### config.mk
export PLATFORM = sky130hd
export DESIGN_NAME = multdiv_sequencer
export DESIGN_NICKNAME = d
export VERILOG_FILES = /design/src/rtl/multdiv_sequencer.sv
export SDC_FILE = /design/constraint.sdc
export NUM_CORES = 1
export LEC_CHECK = 0
export ABC_AREA = 1
export CAP_MARGIN = 20
export CORE_ASPECT_RATIO = 1.75
export CORE_MARGIN = 4
export CORE_UTILIZATION = 32
export CTS_BUF_LIST = sky130_fd_sc_hd__clkbuf_4 sky130_fd_sc_hd__clkbuf_8
export DETAILED_ROUTE_END_ITERATION = 12
export PLACE_DENSITY = 0.48
export SLEW_MARGIN = 30
export SYNTH_ARGS = -nofsm -noshare
export SYNTH_HDL_FRONTEND = slang
export SYNTH_SLANG_ARGS = --single-unit
export TNS_END_PERCENT = 5
### constraint.sdc
create_clock -name clock -period 5.66 [get_ports clock]
set_input_delay 0.849 -clock clock [delete_from_list [all_inputs] [get_ports clock]]
set_output_delay 0.849 -clock clock [all_outputs]
set_load 0.005 [all_outputs]
### src/rtl/multdiv_sequencer.sv
// rtl/multdiv_sequencer.sv - iterative signed mul/div sequencer with pipeline stall and writeback outputs
// Optional build macro: MULTDIV_EARLY_OUT_EN (one-cycle early out for zero operands)
module multdiv_sequencer #(
    parameter int WIDTH = 32,
    parameter int CNT_W = 6
) (
    input  logic             clock,
    input  logic             reset,
    input  logic             start_mult,
    input  logic             start_div,
    input  logic [WIDTH-1:0] operand_a,
    input  logic [WIDTH-1:0] operand_b,
    input  logic [4:0]       rd_in,
    output logic             stall,
    output logic             busy,
    output logic [WIDTH-1:0] result,
    output logic             result_valid,
    output logic [4:0]       rd_out,
    output logic             exception
);

    typedef enum logic [1:0] {IDLE, MUL, DIV, DONE} state_t;

    state_t state, state_nxt;

    logic [2*WIDTH-1:0] prod, prod_nxt, prod_signed;
    logic [WIDTH-1:0]   operand, abs_a, abs_b, quot_signed, div_diff;
    logic [WIDTH:0]     mul_sum, div_shift;
    logic [CNT_W-1:0]   cnt;
    logic               neg, skip, skip_exc, accept, last, ovf;
    logic               early_mul, early_div;

    assign abs_a = operand_a[WIDTH-1] ? (~operand_a + 1'b1) : operand_a;
    assign abs_b = operand_b[WIDTH-1] ? (~operand_b + 1'b1) : operand_b;

`ifdef MULTDIV_EARLY_OUT_EN
    assign early_mul = (operand_a == '0) || (operand_b == '0);
    assign early_div = (operand_a == '0) && (operand_b != '0);
`else
    assign early_mul = 1'b0;
    assign early_div = 1'b0;
`endif

    // prod holds {accumulator, multiplier} for MUL and {remainder, quotient} for DIV
    always_comb begin
        mul_sum   = {1'b0, prod[2*WIDTH-1:WIDTH]} + (prod[0] ? {1'b0, operand} : '0);
        div_shift = prod[2*WIDTH-1:WIDTH-1];
        div_diff  = div_shift[WIDTH-1:0] - operand;
        prod_nxt  = prod;
        if (state == MUL) begin
            prod_nxt = {mul_sum, prod[WIDTH-1:1]};
        end else if (state == DIV) begin
            if (div_shift >= {1'b0, operand})
                prod_nxt = {div_diff, prod[WIDTH-2:0], 1'b1};
            else
                prod_nxt = {div_shift[WIDTH-1:0], prod[WIDTH-2:0], 1'b0};
        end
        prod_signed = neg ? (~prod_nxt + 1'b1) : prod_nxt;
        quot_signed = neg ? (~prod_nxt[WIDTH-1:0] + 1'b1) : prod_nxt[WIDTH-1:0];
        ovf = !((&prod_signed[2*WIDTH-1:WIDTH-1]) || !(|prod_signed[2*WIDTH-1:WIDTH-1]));
    end

    assign last   = skip || (cnt == CNT_W'(WIDTH - 1));
    assign accept = (state == IDLE) && (start_mult || start_div);
    assign busy   = (state != IDLE);

    always_comb begin
        state_nxt = state;
        stall     = 1'b0;
        case (state)
            IDLE: begin
                stall = accept;
                if (start_mult)     state_nxt = MUL;
                else if (start_div) state_nxt = DIV;
            end
            MUL, DIV: begin
                stall = 1'b1;
                if (last) state_nxt = DONE;
            end
            DONE:    state_nxt = IDLE;
            default: state_nxt = IDLE;
        endcase
    end

    always_ff @(posedge clock or posedge reset) begin
        if (reset) begin
            state        <= IDLE;
            prod         <= '0;
            operand      <= '0;
            cnt          <= '0;
            neg          <= 1'b0;
            skip         <= 1'b0;
            skip_exc     <= 1'b0;
            result       <= '0;
            result_valid <= 1'b0;
            rd_out       <= '0;
            exception    <= 1'b0;
        end else begin
            state        <= state_nxt;
            result_valid <= 1'b0;
            if (accept) begin
                cnt    <= '0;
                rd_out <= rd_in;
                neg    <= operand_a[WIDTH-1] ^ operand_b[WIDTH-1];
                if (start_mult) begin
                    operand  <= abs_a;
                    prod     <= {{WIDTH{1'b0}}, abs_b};
                    skip     <= early_mul;
                    skip_exc <= 1'b0;
                end else begin
                    operand  <= abs_b;
                    prod     <= {{WIDTH{1'b0}}, abs_a};
                    skip     <= early_div || (operand_b == '0);
                    skip_exc <= (operand_b == '0);
                end
            end else if (state == MUL || state == DIV) begin
                prod <= prod_nxt;
                cnt  <= cnt + 1'b1;
                // The final iteration's result is signed and registered on the edge into DONE
                if (last) begin
                    result_valid <= 1'b1;
                    if (skip) begin
                        result    <= '0;
                        exception <= skip_exc;
                    end else if (state == MUL) begin
                        result    <= prod_signed[WIDTH-1:0];
                        exception <= ovf;
                    end else begin
                        result    <= quot_signed;
                        exception <= 1'b0;
                    end
                end
            end
        end
    end

endmodule
==> results.md <==
* Reg-to-reg startpoint: prod[38]
* Setup Buffers After CTS at 0
* Area growth, synth to finish at 13.1%
* Post-synthesis async set-or-reset flop share at 1.00
* Final-stage net count at just under 3k
* Die height at a little over 300 um
* Worst Hold End: result[28]
* Number of synthesized flops with an enable pin at 0
* CTS Hold Bufs at 0
* Initial core utilization at 0.323
* CP Capture Type: flop
* # port buffers at 113
* Cell row count at between 100 and 150
* Tmin final at between 4000 and 5000 ps
* Area leader, netlist: dfrtp_1
* Final hold vios at 0
* WS Path Type: reg -> reg
* Clk_skew at 17.2 ps
* Fmax achieved at about 200 MHz
* Worst hold path depth at 1
* Via count at 18.5k
* Post-synth top area share at 0.222
* Routability Congestion at approximately 1.0
* TritonCTS Sinks at 145
* Worst R2R Setup Slack at 710 ps
* Slack of the critical path at ~710 ps
* Met3 Use GR at 0.0319
* Layout cells sized above 1 at 0.0570
* Actual slew at the worst max-slew pin at approximately 930 ps
* Fillers at 5588
* Commonest cells after routing, fill and taps aside: nand2_1, inv_1, nor2_1
* Top FF cell, synth: dfrtp_1
* #FFs+latches synth at ~150
* Number of global-route vias before repair at about 18k
* Largest net degree at the start of global routing at approximately 100
* Min-Delay Path Class: reg -> reg
* CP delay by family, top: simple AND/OR/NAND/NOR gates
* Clk root buf: clkbuf_8
* Final setup vio count at 0
* Critical R2R Capture: exception
* Inserted Clock Buffers at 17
* Power density over the cells at around 730 nW/um^2
* Post-Synthesis Cells at ~2.7k
* Net count after synthesis at 2880
* CTS tree: yes
* Required @ worst endpoint at between 6000 and 7000 ps
* Crit path depth at 34
* Hold path start: result[28]
* Grt ovf at 0
* Final Cycle Share at 0.875
* Post-Syn Area per Cell at 5.99 um^2
* Max_cap viols at 0
* Clock latency on the worst-skew pair at ~510 ps
* Post_cts resized at 0
* RSZ-0062 raised after global routing: false
* Post-detailed-route via-to-cell ratio at between 5 and 6
* DRC violations left at 0
* Met1 Use GR at 0.290
* Worst VDD drop at approximately 0.32 mV
* Die ar. at 55000 um^2
* Critical path's most frequent cell: nand2_1
* Mapped cell area at ~16000 um^2
* Dpl ws at about 810 ps
* Synth Warn # at 0
* Iter 0 DRT Violations at around 1.5k
* Total Wirelength at approximately 80 mm
* CTS H-tree lvls at 4
* First-pass GRT wire length at 116 mm
* Crit path largest cell delay at between 500 and 600 ps
* Setup TNS at 0 ps
* Commonest non-fill, non-tap cell in the layout: nand2_1
* Ports at about 110
* Die width at between 150 and 200 um
* CTS clock-pin slew for the worst setup and hold paths at 110 ps
* Area contributors post-synth: dfrtp_1, nand2_1, inv_1, nor2_1, ha_1
* LEAKAGE at 9.20 nW
* Status: finished, final reports clean
* Hpwl dp at 64.4 mm
* DRT Pass-1 Iters at 8
* Post-DR wirelength/cell at 22.7 um
* Seq/Total Area, Yosys at 0.222
* CTS Buffer Depth at 2
* Worst-path fanout max at 7
* Core Box Area at about 50000 um^2
* CP Launch Type: flop
* Netlist cell types at between 50 and 60
* Reg2Reg Depth at 34
* Most Used Layer, Global Route: met2
* CP bufs+invs at 3
* Crit-path slowest cell: dfrtp_1
* Overall power at approximately 13 mW
* Met2 usage at 0.519
* Initial antenna violation count at 3
* Slew HR at 0.371
* Global-route usage over all layers at 0.284
* WP data arrival at 5340 ps
* Fin. max-slew vios at 0
* Post-route ant nets at 0
* Fin util at 0.366
how the worst max path moves through the flow:
stage	startpoint	endpoint	slack [ps]
after CTS	prod[55]	exception	780
after floorplan	reset	cnt[0]	920
after detailed placement	prod[55]	exception	810
after global routing	prod[55]	exception	290
after global placement	prod[38]	exception	810
final	prod[38]	exception	710
per-layer routing:
layer	share of wire	vias to the layer above
met1	0.35	8569
li1	-	9019
met5	0.00016	-
met3	0.042	224
met2	0.52	684
met4	0.093	2
synth_stat cells, types with 8 or more instances:
| library cell | instances |
|---|---|
| xnor2_1 | 32 |
| buf_1 | 13 |
| dfrtp_1 | 145 |
| o21bai_1 | 14 |
| inv_1 | 392 |
| nand3_2 | 11 |
| ha_1 | 72 |
| nor2_1 | 263 |
| inv_2 | 10 |
| nor4_1 | 8 |
| xor2_1 | 67 |
| nand3_1 | 171 |
| nand2_2 | 29 |
| o21ai_1 | 25 |
| nor2_2 | 14 |
| nand4_1 | 68 |
| a31oi_1 | 17 |
| a21oi_1 | 135 |
| o21ai_0 | 169 |
| a22o_1 | 9 |
| nor3_1 | 34 |
| o22ai_1 | 37 |
| clkbuf_1 | 63 |
| o221ai_1 | 17 |
| nand2_1 | 784 |
| o211ai_1 | 30 |
| buf_2 | 12 |
| buf_4 | 9 |
state kept, by name, indices dropped and copies added, names as in the netlist:
register,count
prod,64
operand,32
result,32
cnt,6
rd_out,5
state,2
exception,1
neg,1
result_valid,1
skip_exc,1
area by class of cell:
class / instances / area, um^2 / share of cell area
clock buffer: 17 / 234 / 0.0126
tap: 666 / 833 / 0.0450
multi-input combinational: 2077 / 10700 / 0.579
antenna: 1 / 2.50 / 0.000135
clock inverter: 15 / 165 / 0.00893
inverter: 407 / 1530 / 0.0829
sequential: 145 / 3630 / 0.196
timing repair buffer: 147 / 1390 / 0.0749
through the flow:
step,cells,instance area [um^2],hold slack [ps]
after global placement,3442,18100,466
after detailed placement,3442,18100,473
final,3475,18500,496
after CTS,3474,18500,504
after global routing,3475,18500,525
after floorplan,2733,16400,472
logic make-up (layout without fill, tap and decap cells):
family,after synthesis,count (layout),synth area share
AO/OA/AOI/OAI,493,493,0.176
XOR/XNOR,99,99,0.0530
adder cells (fa/ha/maj),74,74,0.0575
buffers and inverters,511,586,0.123
flip-flops,145,145,0.222
other,0,1,0
AND/OR/NAND/NOR,1411,1411,0.368
where the power goes:
part | switching [mW] | internal [mW] | leakage, nW
Combinational | 7.39 | 3.10 | 7.18
Clock | 0.537 | 0.371 | 0.208
Sequential | 0.516 | 1.53 | 1.82
Total | 8.45 | 5.00 | 9.20
Power figures use the tool's default switching activity.
